File: src/rtl/connect4_pkg.sv
// Shared connect-4 types: board geometry, players, drop FSM states.
// Helper maps a column number to its bit position within a board row.
package connect4_pkg;

  localparam int BOARD_DIM = 16;

  typedef enum logic {
    PLAYER_RED,
    PLAYER_GREEN
  } player_t;

  typedef logic [15:0][15:0] board_t;

  typedef enum logic [1:0] {
    ST_IDLE,
    ST_QUERY,
    ST_DECIDE,
    ST_FALL
  } drop_state_t;

  // Column c lives at bit [15-c] of each row.
  function automatic logic [3:0] col_bit(
    input logic [3:0] col
  );
    return 4'd15 - col;
  endfunction

endpackage

File: src/rtl/chip_drop_controller_if.sv
// Move request channel: requester drives move_req/req_col, the drop
// stage answers with busy, move_done and move_rejected pulses.
interface chip_drop_controller_if;

  logic       move_req;
  logic [3:0] req_col;
  logic       busy;
  logic       move_done;
  logic       move_rejected;

  modport master (
    output move_req,
    output req_col,
    input  busy,
    input  move_done,
    input  move_rejected
  );

  modport slave (
    input  move_req,
    input  req_col,
    output busy,
    output move_done,
    output move_rejected
  );

endinterface

File: src/rtl/chip_drop_controller_tick.sv
// drop_tick_counter: counts 0..DROP_TICKS-1 while enabled, wraps to 0.
// Ports: clock, Reset, clear (forces 0), enable, expire (last tick).
module drop_tick_counter #(
  parameter int DROP_TICKS = 4
) (
  input  logic clock,
  input  logic Reset,
  input  logic clear,
  input  logic enable,
  output logic expire
);

  localparam logic [7:0] LAST = 8'(DROP_TICKS - 1);

  logic [7:0] tick;

  assign expire = enable && (tick == LAST);

  always_ff @(posedge clock) begin
    if (Reset || clear) begin
      tick <= 8'd0;
    end else if (enable) begin
      tick <= expire ? 8'd0 : tick + 8'd1;
    end
  end

endmodule

File: src/rtl/chip_drop_controller.sv
// Move-execution stage: queries column legality, animates the falling
// chip one row per DROP_TICKS cycles, owns both player boards.
// Ports: clock, Reset, mv (request channel), check_col/valid to the
// legality checker, board arrays, current_player, fall_active/fall_row.
module chip_drop_controller
  import connect4_pkg::*;
#(
  parameter int DROP_TICKS = 4
) (
  input  logic                    clock,
  input  logic                    Reset,
  chip_drop_controller_if.slave   mv,
  output logic [3:0]              check_col,
  input  logic                    valid,
  output board_t                  red_array,
  output board_t                  green_array,
  output logic                    current_player,
  output logic                    fall_active,
  output logic [3:0]              fall_row
);

  drop_state_t state;
  player_t     player;
  logic        expire;
  logic [3:0]  cb;
  board_t      occ;
  logic        land;

  assign current_player = player;
  assign cb             = col_bit(check_col);
  assign occ            = red_array | green_array;

  // Bottom row always lands; otherwise look at the cell just below.
  always_comb begin
    land = 1'b1;
    if (fall_row != 4'd15) begin
      land = occ[fall_row + 4'd1][cb];
    end
  end

  drop_tick_counter #(
    .DROP_TICKS(DROP_TICKS)
  ) u_tick (
    .clock  (clock),
    .Reset  (Reset),
    .clear  (state != ST_FALL),
    .enable (state == ST_FALL),
    .expire (expire)
  );

  always_ff @(posedge clock) begin
    if (Reset) begin
      state            <= ST_IDLE;
      player           <= PLAYER_RED;
      red_array        <= '0;
      green_array      <= '0;
      check_col        <= 4'd0;
      fall_row         <= 4'd0;
      fall_active      <= 1'b0;
      mv.busy          <= 1'b0;
      mv.move_done     <= 1'b0;
      mv.move_rejected <= 1'b0;
    end else begin
      mv.move_done     <= 1'b0;
      mv.move_rejected <= 1'b0;
      unique case (state)
        ST_IDLE: begin
          if (mv.move_req) begin
            check_col <= mv.req_col;
            mv.busy   <= 1'b1;
            state     <= ST_QUERY;
          end
        end
        ST_QUERY: begin
          state <= ST_DECIDE;
        end
        ST_DECIDE: begin
          if (valid) begin
            fall_row    <= 4'd0;
            fall_active <= 1'b1;
            state       <= ST_FALL;
          end else begin
            mv.move_rejected <= 1'b1;
            mv.busy          <= 1'b0;
            state            <= ST_IDLE;
          end
        end
        ST_FALL: begin
          if (expire) begin
            if (land) begin
              if (player == PLAYER_RED) begin
                red_array[fall_row][cb] <= 1'b1;
              end else begin
                green_array[fall_row][cb] <= 1'b1;
              end
              player       <= (player == PLAYER_RED) ?
                              PLAYER_GREEN : PLAYER_RED;
              mv.move_done <= 1'b1;
              mv.busy      <= 1'b0;
              fall_active  <= 1'b0;
              state        <= ST_IDLE;
            end else begin
              fall_row <= fall_row + 4'd1;
            end
          end
        end
        default: state <= ST_IDLE;
      endcase
    end
  end

endmodule

File: src/flat_wrapper.sv
// flat-port wrapper written by rule: the top's interface ports become plain ports
module chip_drop_controller_flat import connect4_pkg::*;
#(
  parameter int DROP_TICKS = 4
)
  (clock, Reset, check_col, valid, red_array, green_array, current_player, fall_active, fall_row, mv_move_req, mv_req_col, mv_busy, mv_move_done, mv_move_rejected);
  chip_drop_controller_if mv_i ();
  input  logic clock;
  input  logic Reset;
  output logic [3:0] check_col;
  input  logic valid;
  output board_t red_array;
  output board_t green_array;
  output logic current_player;
  output logic fall_active;
  output logic [3:0] fall_row;
  input wire logic [$bits(mv_i.move_req)-1:0] mv_move_req;
  input wire logic [$bits(mv_i.req_col)-1:0] mv_req_col;
  output wire logic [$bits(mv_i.busy)-1:0] mv_busy;
  output wire logic [$bits(mv_i.move_done)-1:0] mv_move_done;
  output wire logic [$bits(mv_i.move_rejected)-1:0] mv_move_rejected;
  assign mv_i.move_req = mv_move_req;
  assign mv_i.req_col = mv_req_col;
  assign mv_busy = mv_i.busy;
  assign mv_move_done = mv_i.move_done;
  assign mv_move_rejected = mv_i.move_rejected;
  chip_drop_controller #(.DROP_TICKS(DROP_TICKS)) u_core (.clock(clock), .Reset(Reset), .mv(mv_i), .check_col(check_col), .valid(valid), .red_array(red_array), .green_array(green_array), .current_player(current_player), .fall_active(fall_active), .fall_row(fall_row));
endmodule
File: config.mk
export PLATFORM = sky130hd
export DESIGN_NAME = chip_drop_controller_flat
export DESIGN_NICKNAME = d
export VERILOG_FILES = /design/src/rtl/connect4_pkg.sv /design/src/rtl/chip_drop_controller_if.sv /design/src/rtl/chip_drop_controller_tick.sv /design/src/rtl/chip_drop_controller.sv /design/src/flat_wrapper.sv
export SDC_FILE = /design/constraint.sdc
export NUM_CORES = 1
export LEC_CHECK = 0
export CAP_MARGIN = 20
export CELL_PAD_IN_SITES_DETAIL_PLACEMENT = 0
export CELL_PAD_IN_SITES_GLOBAL_PLACEMENT = 1
export CORE_UTILIZATION = 33
export DETAILED_ROUTE_END_ITERATION = 6
export PLACE_DENSITY = 0.73
export SYNTH_ARGS = -nofsm -noshare
export SYNTH_HDL_FRONTEND = slang
export SYNTH_SLANG_ARGS = --single-unit
export TNS_END_PERCENT = 5
File: constraint.sdc
create_clock -name clock -period 3.7 [get_ports clock]
set_clock_uncertainty 0.15 [all_clocks]
set_input_delay 0.555 -clock clock [delete_from_list [all_inputs] [get_ports clock]]
set_output_delay 0.555 -clock clock [all_outputs]
set_load 0.02 [all_outputs]
* Word-level counts from Yosys, hierarchy flattened
Index checks and enable logic that the tools add are counted.
** Word-level totals
- Logic and storage cells :: 114
- Register bits :: 535
- Output and inout port bits :: 525
- Input bits :: 8
** Cells by class
- Order comparisons :: 5
- Reductions and logical operators :: 17
- Equality and inequality tests :: 12
- Muxes and demuxes :: 29
- Add/subtract/negate cells :: 3
- Bitwise operators :: 7
** Operators by type and width (count)
- 256-bit bitwise OR :: 3
- 16-bit binary-select mux with 4-bit select :: 1
- 16-bit demux with 4-bit select :: 1
- 16-bit 2-to-1 mux :: 2
- 4-bit AND reduction :: 4
- 4-bit by 5-bit < comparator with 1-bit output (second input constant) :: 3
- 4-bit 2-to-1 mux :: 3
- 1-bit 2-to-1 mux :: 11
- 2-bit != test (second input constant) :: 5
- 8-bit by 1-bit adder with 8-bit output (second input constant) :: 1
- 8-bit by 2-bit == test with 1-bit output (second input constant) :: 1
- 4-bit by 1-bit greater-or-equal comparator with 1-bit output (second input constant) :: 2
- 2-bit 2-to-1 mux :: 4
- 8-bit 2-to-1 mux :: 1
- 2-bit one-hot mux with 4 select lines :: 1
- 4-bit one-hot mux with 2 select lines :: 1
- 3-bit AND reduction :: 2
- 5-bit AND reduction :: 1
- 4-bit by 1-bit adder with 4-bit output (second input constant) :: 1
- 1-bit binary-select mux with 4-bit select :: 1
- 1-bit demux with 4-bit select :: 1
- 2-bit == test (second input constant) :: 2
- 2-bit by 1-bit != test with 1-bit output (second input constant) :: 2
- 4-bit != test (second input constant) :: 1
- other kinds (13) :: 18

* Longest topological paths before layout
Gate-level depths: netlist of the first run.
- Depth after elaboration :: 9
- Gate-level depth with buffers :: 20
- Gate-level depth less buffers :: 12

* By module
Synthesis of the first run repeated with hierarchy kept, for this count alone.
** Second synthesis, totals
- Cells, all modules :: 2420
- Area total of the unflattened synthesis :: 20841.2 um^2
** Modules (own cells, without submodules)
- chip_drop_controller :: sequential area each 10550.1 um^2, instances 1, cells an instance 2377, area each 20442.1 um^2
- drop_tick_counter :: sequential area each 160.2 um^2, instances 1, cells an instance 43, area each 399.1 um^2

* Worst setup path after synthesis of the first run
Ideal clock, no wire load.
- Kind :: flip-flop to flip-flop
- Start :: reg u_core.fall_row[0]
- End :: reg u_core.green_array[10] (netlist bit)
- Path buffers :: 8
- Setup slack :: -522 ps
- Data required time :: 3412 ps
- Library setup time :: 138 ps
- Arrival :: 3934 ps
- Period minus slack after synthesis :: 4222 ps
- Cell stages (with the launch flop) :: 19
- Path through :: dfxtp_1 -> buf_2 -> buf_6 -> buf_2 -> buf_2 -> buf_2 -> inv_1 -> ha_1 -> and2_1 -> mux2i_1 -> nor3_1 -> or3_1 -> o41ai_2 -> nand4_2 -> nand2_1 -> buf_2 -> buf_6 -> buf_6 -> o32ai_1
** On the way
- Cells in the longest elaborated chain, start to end :: 7
- Elaborated cells between the ends (all ways) :: 14
- Classes of those cells :: add/sub: 1; order compare: 2; eq/ne: 1; mux: 7; bitwise: 1; reduce/logical: 2
** Ends and longest elaborated chain
- start: declaration :: RTL line chip_drop_controller.sv:19 : output logic [3:0] fall_row
- start signal: assignment :: RTL line chip_drop_controller.sv:103 : fall_row <= fall_row + 4'd1;
- 4-bit by 1-bit adder with 4-bit output :: RTL line chip_drop_controller.sv:37 : land = occ[fall_row + 4'd1][cb];
- 16-bit binary-select mux with 4-bit select :: RTL line chip_drop_controller.sv:37
- 16-bit 2-to-1 mux (implied by the code) :: RTL line chip_drop_controller.sv:37
- 1-bit binary-select mux with 4-bit select :: RTL line chip_drop_controller.sv:37
- 1-bit 2-to-1 mux (implied by the code) :: RTL line chip_drop_controller.sv:37
- 1-bit 2-to-1 mux :: RTL line chip_drop_controller.sv:36 : if (fall_row != 4'd15) begin
- 4-bit AND reduction (no line)
- end signal: assignment :: RTL line chip_drop_controller.sv:56 : green_array <= '0;
- end signal: indexed assignment :: RTL line chip_drop_controller.sv:94 : green_array[fall_row][cb] <= 1'b1;
- end: declaration :: RTL line chip_drop_controller.sv:16 : output board_t green_array,
Several ways; a longest one is shown, not always the timed one. The select of a mux whose other input is x is not followed.
A chain may end at the register's enable or synchronous reset.

* Worst setup path in the final report of the first run
- Start :: reg u_core.fall_row[0]
- End :: reg u_core.red_array[96] (netlist bit)
** On the way
- Cells in the longest elaborated chain, start to end :: 7
- Elaborated cells between the ends (all ways) :: 14
- Classes of those cells :: add/sub: 1; order compare: 2; eq/ne: 1; mux: 7; bitwise: 1; reduce/logical: 2
** Ends and longest elaborated chain
- 4-bit by 1-bit adder with 4-bit output :: RTL line chip_drop_controller.sv:37
- 16-bit binary-select mux with 4-bit select :: RTL line chip_drop_controller.sv:37
- 16-bit 2-to-1 mux (implied by the code) :: RTL line chip_drop_controller.sv:37
- 1-bit binary-select mux with 4-bit select :: RTL line chip_drop_controller.sv:37
- 1-bit 2-to-1 mux (implied by the code) :: RTL line chip_drop_controller.sv:37
- 1-bit 2-to-1 mux :: RTL line chip_drop_controller.sv:36
- 4-bit AND reduction (no line)
- end signal: assignment :: RTL line chip_drop_controller.sv:55 : red_array <= '0;
- end signal: indexed assignment :: RTL line chip_drop_controller.sv:92 : red_array[fall_row][cb] <= 1'b1;
- end: declaration :: RTL line chip_drop_controller.sv:15 : output board_t red_array,
Several ways; a longest one is shown, not always the timed one. The select of a mux whose other input is x is not followed.

==> summary.txt, run 1 <==
Worst hold path
  • Hold-critical path endpoint: u_core.mv.move_rejected
  • Worst hold stages: 2
  • Hold crit path type: input port to flip-flop
  • Hold_sp: Reset

Worst setup path
  • Crit Path Max Fanout: 8
  • Data required time of the worst path: 4020 ps
  • Slowest cell on the critical path: dfxtp_4
  • Setup Crit Path Kind: flip-flop to flip-flop
  • Reg-to-reg endpoint: u_core.red_array[96]
  • FF-to-FF path depth: 19
  • WP buf/inv: 8
  • Critical Path End Type: flip-flop
  • Critical path's largest stage delay: 390 ps
  • Worst reg2reg startpoint: u_core.fall_row[0]
  • Arrival @ worst endpoint: 4080 ps
  • CP most frequent cell: buf_12
  • Cell family with most CP delay: buffers and inverters
  • CP Cell Sequence: buf_12 -> inv_8 -> ha_4 -> nor2b_4 -> mux2i_4 -> buf_12 -> buf_4 -> a211oi_2 -> nor3_2 -> a31o_2 -> o31ai_4 -> buf_4 -> nand4_4 -> and3_4 -> buf_12 -> nand2_8 -> buf_8 -> clkbuf_16 -> o22ai_2
  • R2R setup slack: -60 ps
  • Worst setup SP type: flip-flop

Cells and area
  • Cell Count, Final, Fillers Out: 3880
  • Area grow syn2layout: 46.9%
  • Antenna cell count: 0
  • Final #Nets: 3007
  • Layout cells sized above 1: 0.126

Timing
  • Final hold vios: 0
  • Hold slack: 195 ps
  • Fin. max-slew vios: 0
  • Tmin final: 3760 ps
  • Worst slew margin: 0.302
  • Max Clock Freq: 266 MHz
  • RSZ-0062 raised after global routing: true
  • Final Cycle Share: 1.02
  • Final WS setup: -59.5 ps
  • Actual slew at the worst max-slew pin: 1050 ps
  • Final setup violation count: 77

Drt
  • Iter 0 DRT Violations: 1976
  • Final WL: 97500 um
  • Final ANT Viol Nets: 0
  • Vias per cell: 5.56
  • Via count: 21600
  • First-pass DRT Iterations: 6
  • # DRC: 0
  • WL/cell: 25.1 um

Yosys
  • Synth area leader: dfxtp_1
  • Avg Cell Area, Syn: 8.83 sq um
  • Post-synth EDFFs: 0
  • Yosys cell types: 59
  • Yosys reg bits: 535
  • Most common cell in the synthesized netlist: dfxtp_1
  • Post-synth design cell area: 21400 sq um
  • Most area-consuming cells after synthesis: dfxtp_1 (50%), o32ai_1 (9.5%), inv_1 (9.1%)
  • Adder-cell share of the synthesized area: 0.00293
  • Post-synthesis simple-gate area fraction: 0.0902
  • Post-Syn Nets: 2432
  • Seq/Total Area, Yosys: 0.501
  • Share of the synthesized area in the top cell type: 0.501
  • Most frequent cells after synthesis: dfxtp_1 (535), inv_1 (517), o22ai_1 (287), o32ai_1 (231), nand2_1 (150)
  • Main combinational cell family by area after synthesis: compound AO/OA/AOI/OAI gates
  • Syn. warnings: 0
  • Ys flop type: dfxtp_1
  • Post-Synthesis Cells: 2419
  • Synth Area in Compound Gates: 0.254
  • Async set-reset flop share out of synthesis: 0
  • Synth Area in XOR/XNOR: 0.00521
  • Mux cell area share after synthesis: 0.00516

Status
  • Failing checks: setup timing
  • Outcome: finished, violations left

Placed design
  • Worst slack, placed: -333 ps
  • IO Port Bufs: 532
  • Post-DP HPWL: 69000 um
  • Placed cell count: 3741
  • GPL Wtd Cong: 0.882

Pwr
  • Total power: 11.9 mW
  • Worst VDD drop: 0.000329 V
  • Power per cell area: 378 nW/um^2
  • Static leakage: 9.82 nW

CTS
  • CTS tree: done
  • Reg clk slew, reported paths: 60 ps
  • Bufs on Longest Clock Path: 3
  • H-tree Lvls: 2
  • TritonCTS Buffers: 57
  • Root buffer cell: clkbuf_16
  • Worst skew pair latency: 620 ps
  • # hold bufs at CTS: 0
  • TritonCTS Sinks: 535

GRT
  • Total gr overflow: 0
  • First-pass GRT wire length: 140000 um
  • Largest net degree at the start of global routing: 165
  • Total track usage: 0.279
  • Vias in the first global route: 21300
  • Initial antenna violation count: 1

Floorplanning
  • Core area: 63500 sq um
  • Die area: 65700 sq um
  • Initial Utilization: 0.336
  • FP Rows: 92
  • Die Height: 256 um
  • IO Pins: 533
  • Die width: 256 um

Job
  • Max_cap viols: 0
[cells by family (layout without fill, tap and decap cells)]
family | after synthesis | after routing
flops | 535 | 535
fa+ha+maj | 5 | 5
xor+xnor | 11 | 11
simple gates | 408 | 409
buf+inv | 722 | 1336
mux | 6 | 6
compound gates | 732 | 732
[routing by layer]
metal | routed length [um] | up-vias | track usage
met4 | 3210 | 0 | 0.0931
met3 | 8740 | 183 | 0.0769
met2 | 47400 | 1010 | 0.479
met1 | 38200 | 10500 | 0.336
li1 | - | 9866 | -
met5 | 0 | - | 0
[worst reg2reg max path, delay by kind of cell, from the launching register on]
family                   cells  cell delay (ps)
AO/OA/AOI/OAI                4              760
adder cells (fa/ha/maj)      1              300
buffers and inverters        8             1120
flip-flops                   1              390
multiplexers                 1              130
AND/OR/NAND/NOR              5              790
[timing repair]
action | 4_1_cts | 5_1_grt
endpoints found under the setup margin | 521 | 453
hold endpoints to repair | 0 | 0
gates resized for setup | 67 | 62
buffers inserted | 22 | 7
pin swaps | 10 | 28
cloned | 6 | 6
[sequential cells by signal, summed over array words and instances (netlist names)]
register / flops
u_core.current_player: 1
u_core.fall_active: 1
u_core.mv.move_rejected: 1
u_core.check_col: 4
u_core.mv.move_done: 1
u_core.u_tick.tick: 8
u_core.green_array: 256
u_core.state: 2
u_core.red_array: 256
u_core.mv.busy: 1
u_core.fall_row: 4
[power by group]
group	leakage, nW	internal (mW)	switching (mW)
Clock	0.939	3.39	2.43
Sequential	4.31	5.76	0.0150
Combinational	4.57	0.0662	0.207
[cells in the final DEF, fill, tap and decap left out, drive strengths merged, types with 24 or more instances in the layout]
| cell | n |
|---|---|
| a211oi | 27 |
| a21oi | 24 |
| a311oi | 69 |
| a31oi | 54 |
| buf | 181 |
| clkbuf | 86 |
| clkdlybuf4s50 | 531 |
| dfxtp | 535 |
| inv | 521 |
| nand2 | 154 |
| nor2 | 38 |
| nor3 | 140 |
| o22ai | 289 |
| o32ai | 231 |
[stage by stage]
| step | setup TNS [ps] | area, sq um | utilization |
|---|---|---|---|
| CTS | -473 | 30900 | 0.486 |
| finish | -1390 | 31400 | 0.494 |
| floorplan | 0 | 21500 | - |
| detailed placement | -131520 | 28200 | 0.444 |
| global placement | -154500 | 28200 | 0.444 |
| global route | -17220 | 31400 | 0.494 |
[worst max-delay path by stage]
stage                                        end          startpoint  depth (start not counted)
after floorplan            u_core.red_array[131]  u_core.fall_row[0]                         20
final                       u_core.red_array[96]  u_core.fall_row[0]                         19
after detailed placement   u_core.red_array[133]  u_core.fall_row[0]                         14
after global placement    u_core.green_array[41]  u_core.fall_row[0]                         14
after global routing        u_core.red_array[96]  u_core.fall_row[0]                         17
after CTS                   u_core.red_array[12]  u_core.fall_row[0]                         16
[layout make-up]
cell class	instances	area (sq um)
fillers	5884	32200
flip-flops and latches	535	10700
multi-input cells	1163	8260
repair buffers	720	7500
inverters	517	1950
clock buffers	80	1700
well taps	846	1060
clock inverters	19	195
Power figures use the tool's default switching activity.
==> run 2: changes to the inputs <==
- CTS_CLUSTER_DIAMETER: default -> 30
- PLACE_DENSITY: 0.73 -> default
- PLACE_DENSITY_LB_ADDON: default -> 0.1
- TNS_END_PERCENT: 5 -> default
==> run 2 against run 1 <==
Net effect:
- the flow still finishes with violations (setup timing)
- power increased by 47%
- global-route usage increased by 0.91 points
- cell area increased by 11%
- combinational power about the same
- critical endpoint is now u_core.green_array[77]
- maximum frequency increased by 0.79%
- non-clock buffer count increased by 36
- largest cell class unchanged
==> summary.txt, run 2 (same netlist as run 1, synthesis figures left out) <==
Drt
  • WL/cell: 25.2 um (+0.27%)
  • Via count: 22300 (+3.5%)
  • Vias per cell: 5.51 (-0.92%)
  • Final ANT Viol Nets: 0 (unchanged)
  • Iter 0 DRT Violations: 1809 (-8.5%)
  • Final WL: 102000 um (+4.8%)
  • # DRC: 0 (unchanged)
  • First-pass DRT Iterations: 6 (unchanged)

Placed design
  • Post-DP Area: 28200 sq um (about the same)
  • Worst slack, placed: -555 ps (-223 ps)
  • Placed cell count: 3742 (+0.027%)
  • Post-DP HPWL: 68900 um (-0.19%)
  • IO Port Bufs: 532 (unchanged)
  • GPL Wtd Cong: 0.855 (-3.1%)

Floorplanning
  • Initial Utilization: 0.336 (unchanged)
  • Core area: 63500 sq um (unchanged)
  • IO Pins: 533 (unchanged)
  • FP Rows: 92 (unchanged)
  • Die width: 256 um (unchanged)
  • Die area: 65700 sq um (unchanged)
  • Die Height: 256 um (unchanged)

Worst setup path
  • Worst reg2reg startpoint: u_core.fall_row[0]
  • Critical Path End Type: flip-flop
  • R2R setup slack: -30 ps (+30 ps)
  • FF-to-FF path depth: 19 (unchanged)
  • Crit Path Max Fanout: 8 (unchanged)
  • Setup Crit Path Kind: flip-flop to flip-flop
  • Arrival @ worst endpoint: 4110 ps (+30 ps)
  • Reg-to-reg endpoint: u_core.green_array[77]
  • Worst setup SP type: flip-flop
  • Data required time of the worst path: 4080 ps (+60 ps)

Cells and area
  • Biggest regs: u_core.green_array: 256 flops, u_core.red_array: 256 flops, u_core.u_tick.tick: 8 flops
  • Antenna cell count: 0 (unchanged)
  • Cell Count, Final, Fillers Out: 4054 (+4.5%)
  • Most frequent cells in the layout: dfxtp_1 (532), clkdlybuf4s50_1 (531), inv_1 (515), o22ai_1 (261), o32ai_1 (231)
  • Final Core Density: 0.547 (+0.0535)
  • Area grow syn2layout: 62.8%
  • Final #Nets: 3119 (+3.7%)
  • Final instance area: 34800 sq um (+11%)
  • Commonest non-fill, non-tap cell in the layout: dfxtp_1
  • Layout cells sized above 1: 0.176 (+0.0502)

GRT
  • Met3 Resource Use GR: 0.0714 (-0.00554)
  • Initial antenna violation count: 0 (-1)
  • Global-route met2 utilization: 0.489 (+0.0108)
  • Total track usage: 0.289 (+0.00912)
  • First-pass GRT wire length: 143000 um (+2.3%)
  • Largest net degree at the start of global routing: 219 (+33%)
  • Vias in the first global route: 22000 (+3.6%)
  • Busiest grt layer: met2
  • Met1 usage: 0.352 (+0.0160)
  • Total gr overflow: 0 (unchanged)

Timing
  • Fin. max-slew vios: 0 (unchanged)
  • Actual slew at the worst max-slew pin: 1330 ps (+284 ps)
  • Tmin final: 3730 ps (-29.3 ps)
  • Final Cycle Share: 1.01 (-0.00792)
  • Max Clock Freq: 268 MHz (+0.79%)
  • Final setup violation count: 27 (-65%)
  • Worst slew margin: 0.113 (-0.189)
  • Final WS setup: -30.2 ps (+29.3 ps)
  • Final hold vios: 0 (unchanged)
  • RSZ-0062 raised after global routing: true
  • Hold slack: 67.6 ps (-128 ps)

Status
  • Failing checks: setup timing
  • Outcome: finished, violations left

Worst hold path
  • Hold-critical path endpoint: u_core.fall_row[0]
  • Hold_sp: Reset
  • Hold crit path type: input port to flip-flop
  • Worst hold stages: 2 (unchanged)

CTS
  • CTS tree: done
  • TritonCTS Buffers: 132 (+130%)
  • TritonCTS Sinks: 535 (unchanged)
  • Reg clk slew, reported paths: 40 ps (-20 ps)
  • H-tree Lvls: 4 (+2)
  • Root buffer cell: clkbuf_16
  • Bufs on Longest Clock Path: 3 (unchanged)
  • Worst skew pair latency: 710 ps (+90 ps)

Pwr
  • Power per cell area: 502 nW/um^2 (+33%)
  • Static leakage: 11.4 nW (+16%)
  • Worst VDD drop: 0.000415 V (+26%)

Job
  • Max_cap viols: 0 (unchanged)
==> run 2: cell count changes in the layout (fill, tap and decap cells not counted), sizes merged <==
cell	before	now
clkinvlp	1	8
bufbuf	2	3
clkinv	11	34
inv	521	525
bufinv	3	11
buf	181	207
nand2	154	155
clkbuf	86	190
==> run 2: timing repair <==
item	4_1_cts	5_1_grt
resized for setup	105	87
hold endpoints to repair	0	0
pin swaps	19	29
buffers inserted	43	9
cloned	10	21
endpoints found under the setup margin	522	443
hold buffers	0	0
==> run 2: worst max-delay path by stage <==
stage | startpoint | endpoint | slack, ps | depth (start not counted)
6_report | u_core.fall_row[0] | u_core.green_array[77] | -30 | 19
5_1_grt | u_core.fall_row[0] | u_core.green_array[177] | -110 | 16
4_1_cts | u_core.fall_row[0] | u_core.green_array[77] | -20 | 19
3_5_place_dp | u_core.fall_row[0] | u_core.red_array[234] | -560 | 16
3_3_place_gp | u_core.fall_row[0] | u_core.red_array[246] | -490 | 16
2_1_floorplan | u_core.fall_row[0] | u_core.red_array[131] | 10 | 20
==> run 2: per-stage QoR <==
stage | setup TNS, ps | power (mW)
floorplan | 0 | 6.06
global placement | -171120 | 6.16
detailed placement | -162380 | 6.16
CTS | -591 | 17.5
global route | -9620 | 17.9
finish | -230 | 17.5
==> run 2: power breakdown <==
part	internal [mW]	total (mW)	switching, mW
logic	0.0663	0.273	0.207
clock network	7.74	11.4	3.64
registers	5.79	5.81	0.0138
==> run 2: worst max-delay path, stage by stage (launching register included) <==
cell and delay [ps]:
dfxtp_4 380, buf_8 130, inv_8 30, ha_4 300
nor2b_4 220, mux2i_4 110, buf_12 150, buf_12 130
a211oi_4 230, nor3_2 100, a31o_2 280, o31ai_4 290
nand4_4 150, and3_4 180, buf_6 120, buf_12 120
nand2_8 80, buf_12 140, buf_12 140, o22ai_1 80
==> run 2: routing by layer <==
layer  wire length (um)  part of all wire  vias to the layer above
met1              41400              0.41                    10900
met3               7440             0.073                      187
met5                  0                 0                        -
met4               3320             0.032                        0
li1                   -                 -                    10100
met2              50000              0.49                     1083
==> run 2: cell type report <==
| class | count | area (sq um) |
|---|---|---|
| timing repair buffer | 756 | 8100 |
| sequential | 535 | 10700 |
| multi-input combinational | 1164 | 8510 |
| fill | 5627 | 28800 |
| tap | 846 | 1060 |
| clock inverter | 61 | 764 |
| clock buffer | 175 | 3680 |
| inverter | 517 | 1950 |
==> run 3: changes to the inputs <==
- GPL_TIMING_DRIVEN: default -> 0
- RECOVER_POWER: default -> 100
==> run 3 against run 2 <==
Net effect:
- the flow still finishes with violations (setup timing)
- setup slack worse by 510 ps
- non-clock buffer count up 54
- count of clock-buffer cells in the layout unchanged
- routed wire length up 31%
- maximum frequency down 12%
- clock power up 9.6%
- first-iteration DRC count up 48%
- register-to-register slack worse by 510 ps
- sequential share of layout area down 0.87 points
- global-route usage up 10 points
- critical path depth down 3
- largest cell class unchanged
- largest power group unchanged
==> summary.txt, run 3 (same netlist as run 1, synthesis figures left out) <==
Placed design
  • GPL Wtd Cong: 0.965 (+13%)
  • IO Port Bufs: 531 (-0.19%)
  • Worst slack, placed: -2060 ps (-1510 ps)
  • Post-DP Area: 27900 sq um (-1.1%)
  • Placed cell count: 3800 (+1.5%)
  • Post-DP HPWL: 95400 um (+39%)

Worst setup path
  • R2R setup slack: -540 ps (-510 ps)
  • CP Cell Sequence: buf_12 -> buf_4 -> buf_4 -> buf_4 -> a31oi_1 -> a21oi_1 -> nand2_1 -> a31o_2 -> o31ai_4 -> nand4_2 -> buf_6 -> buf_4 -> buf_4 -> nand3_4 -> buf_12 -> o22ai_1
  • Worst reg2reg startpoint: u_core.fall_row[0]
  • Worst setup SP type: flip-flop
  • Critical Path End Type: flip-flop
  • Setup Crit Path Kind: flip-flop to flip-flop
  • Reg-to-reg endpoint: u_core.green_array[130]
  • CP most frequent cell: buf_4
  • Arrival @ worst endpoint: 4660 ps (+550 ps)
  • Slowest cell on the critical path: buf_4
  • Crit Path Max Fanout: 10 (+2)
  • Data required time of the worst path: 4120 ps (+40 ps)
  • FF-to-FF path depth: 16 (-3)
  • Critical path's largest stage delay: 440 ps (+60 ps)

CTS
  • TritonCTS Buffers: 137 (+3.8%)
  • H-tree Lvls: 4 (unchanged)
  • Worst skew pair latency: 740 ps (+30 ps)
  • Bufs on Longest Clock Path: 3 (unchanged)
  • Reg clk slew, reported paths: 40 ps (about the same)
  • TritonCTS Sinks: 535 (unchanged)
  • CTS tree: done
  • # hold bufs at CTS: 0 (unchanged)
  • Root buffer cell: clkbuf_16

Cells and area
  • Final Core Density: 0.563 (+0.0159)
  • Area grow syn2layout: 67.5%
  • Most frequent cells in the layout: dfxtp_1 (533), dlygate4sd3_1 (525), inv_1 (516), o22ai_1 (270), nand2_1 (149)
  • Final instance area: 35800 sq um (+2.9%)
  • Multi-input gate area: 9150 sq um (+7.5%)
  • Commonest non-fill, non-tap cell in the layout: dfxtp_1
  • FF+latch area: 10700 sq um (about the same)
  • Fillers: 5762 (+2.4%)
  • Layout cells sized above 1: 0.186 (+0.00963)
  • Final #Nets: 3177 (+1.9%)
  • Biggest regs: u_core.green_array: 256 flops, u_core.red_array: 256 flops, u_core.u_tick.tick: 8 flops
  • Cell Count, Final, Fillers Out: 4122 (+1.7%)

Timing
  • Final setup violation count: 522 (+1800%)
  • Setup_tns: -224940 ps (-224710 ps)
  • Final Cycle Share: 1.15 (+0.138)
  • Final WS setup: -541 ps (-511 ps)
  • Fin. max-slew vios: 0 (unchanged)
  • Final hold vios: 0 (unchanged)
  • RSZ-0062 raised after global routing: true
  • Tmin final: 4240 ps (+511 ps)
  • Actual slew at the worst max-slew pin: 1290 ps (-42.7 ps)
  • Worst slew margin: 0.141 (+0.0285)
  • Max Clock Freq: 236 MHz (-12%)

Drt
  • Final ANT Viol Nets: 0 (unchanged)
  • Final WL: 134000 um (+31%)
  • Iter 0 DRT Violations: 2680 (+48%)
  • Vias per cell: 5.95 (+8.0%)
  • Met3 wire length: 13400 um (+80%)
  • # DRC: 0 (unchanged)
  • Via count: 24500 (+9.8%)
  • Top Layer Used: met5
  • First-pass DRT Iterations: 6 (unchanged)
  • Wl on met1: 50100 um (+21%)
  • WL/cell: 32.5 um (+29%)
  • Met2 WL: 61900 um (+24%)

Pwr
  • Static leakage: 13.5 nW (+18%)
  • Power per cell area: 523 nW/um^2 (+4.1%)
  • Worst VDD drop: 0.000339 V (-18%)

GRT
  • Total gr overflow: 0 (unchanged)
  • Total track usage: 0.391 (+0.102)
  • Vias in the first global route: 24000 (+9.1%)
  • Initial antenna violation count: 6 (+6)
  • First-pass GRT wire length: 182000 um (+27%)
  • Largest net degree at the start of global routing: 17 (-92%)

Floorplanning
  • Die width: 256 um (unchanged)
  • Die Height: 256 um (unchanged)
  • Initial Utilization: 0.336 (unchanged)
  • Die area: 65700 sq um (unchanged)
  • Core area: 63500 sq um (unchanged)
  • IO Pins: 533 (unchanged)
  • FP Rows: 92 (unchanged)

Worst hold path
  • Hold-critical path endpoint: u_core.check_col[3]
  • Hold_sp: mv_req_col[3]
  • Worst hold stages: 3 (+1)
  • Hold crit path type: input port to flip-flop

Status
  • Outcome: finished, violations left
  • Failing checks: setup timing

Job
  • Max_cap viols: 0 (unchanged)
run 3: cell count changes in the layout (fill, tap and decap cells not counted), moves of 68 or more:
| cell | change |
|---|---|
| clkdlybuf4s50_1 | -525 |
| dlygate4sd3_1 | +525 |
| clkbuf_1 | +99 |
| buf_4 | -68 |
| o32ai_1 | -103 |
| o32ai_2 | +92 |
run 3: report_power, final:
part           total [mW]  leakage (nW)  internal, mW  switching [mW]
registers            5.80          4.31          5.79          0.0112
clock network        12.5          2.33          8.56            3.97
logic               0.375          6.86        0.0749           0.300
total                18.7          13.5          14.4            4.28
run 3: what timing repair did:
item | in CTS | in global routing
buffers inserted | 48 | 10
endpoints found under the setup margin | 522 | 522
pin swaps | 29 | 43
gates resized for setup | 250 | 162
cloned | 5 | 9
run 3: through the flow:
| stage | hold slack [ps] | power [mW] |
|---|---|---|
| final | 260 | 18.7 |
| after global routing | 251 | 19.0 |
| after CTS | 243 | 18.6 |
| after floorplan | 263 | 6.06 |
| after detailed placement | 288 | 6.22 |
| after global placement | 277 | 6.22 |
run 3: critical path: cells and delay by family, from the launching register on:
kind | cells | cell delay [ps]
flip-flops | 1 | 360
AO/OA/AOI/OAI | 5 | 1150
AND/OR/NAND/NOR | 3 | 470
buffers and inverters | 8 | 1900
run 3: worst max-delay path by stage:
stage,start,end,slack [ps],cells after the start
detailed placement,u_core.fall_row[0],u_core.green_array[114],-2060,18
global route,u_core.fall_row[0],u_core.red_array[251],-560,24
finish,u_core.fall_row[0],u_core.green_array[130],-540,16
global placement,u_core.fall_row[0],u_core.green_array[114],-2440,12
floorplan,u_core.fall_row[0],u_core.red_array[131],10,20
CTS,u_core.fall_row[0],u_core.red_array[254],-510,22
run 3: metal layers:
layer,global-route usage,vias up
met1,0.471,12100
li1,-,10300
met3,0.0943,429
met5,0,-
met2,0.632,1702
met4,0.233,2
run 3: layout make-up:
| type | instances | area share |
|---|---|---|
| flip-flops and latches | 535 | 0.299 |
| multi-input cells | 1163 | 0.256 |
| diodes | 3 | 0.000210 |
| clock inverters | 73 | 0.0293 |
| inverters | 517 | 0.0544 |
| plain buffers | 203 | 0.0500 |
| clock buffers | 175 | 0.106 |
| well taps | 846 | 0.0296 |
| repair buffers | 607 | 0.176 |
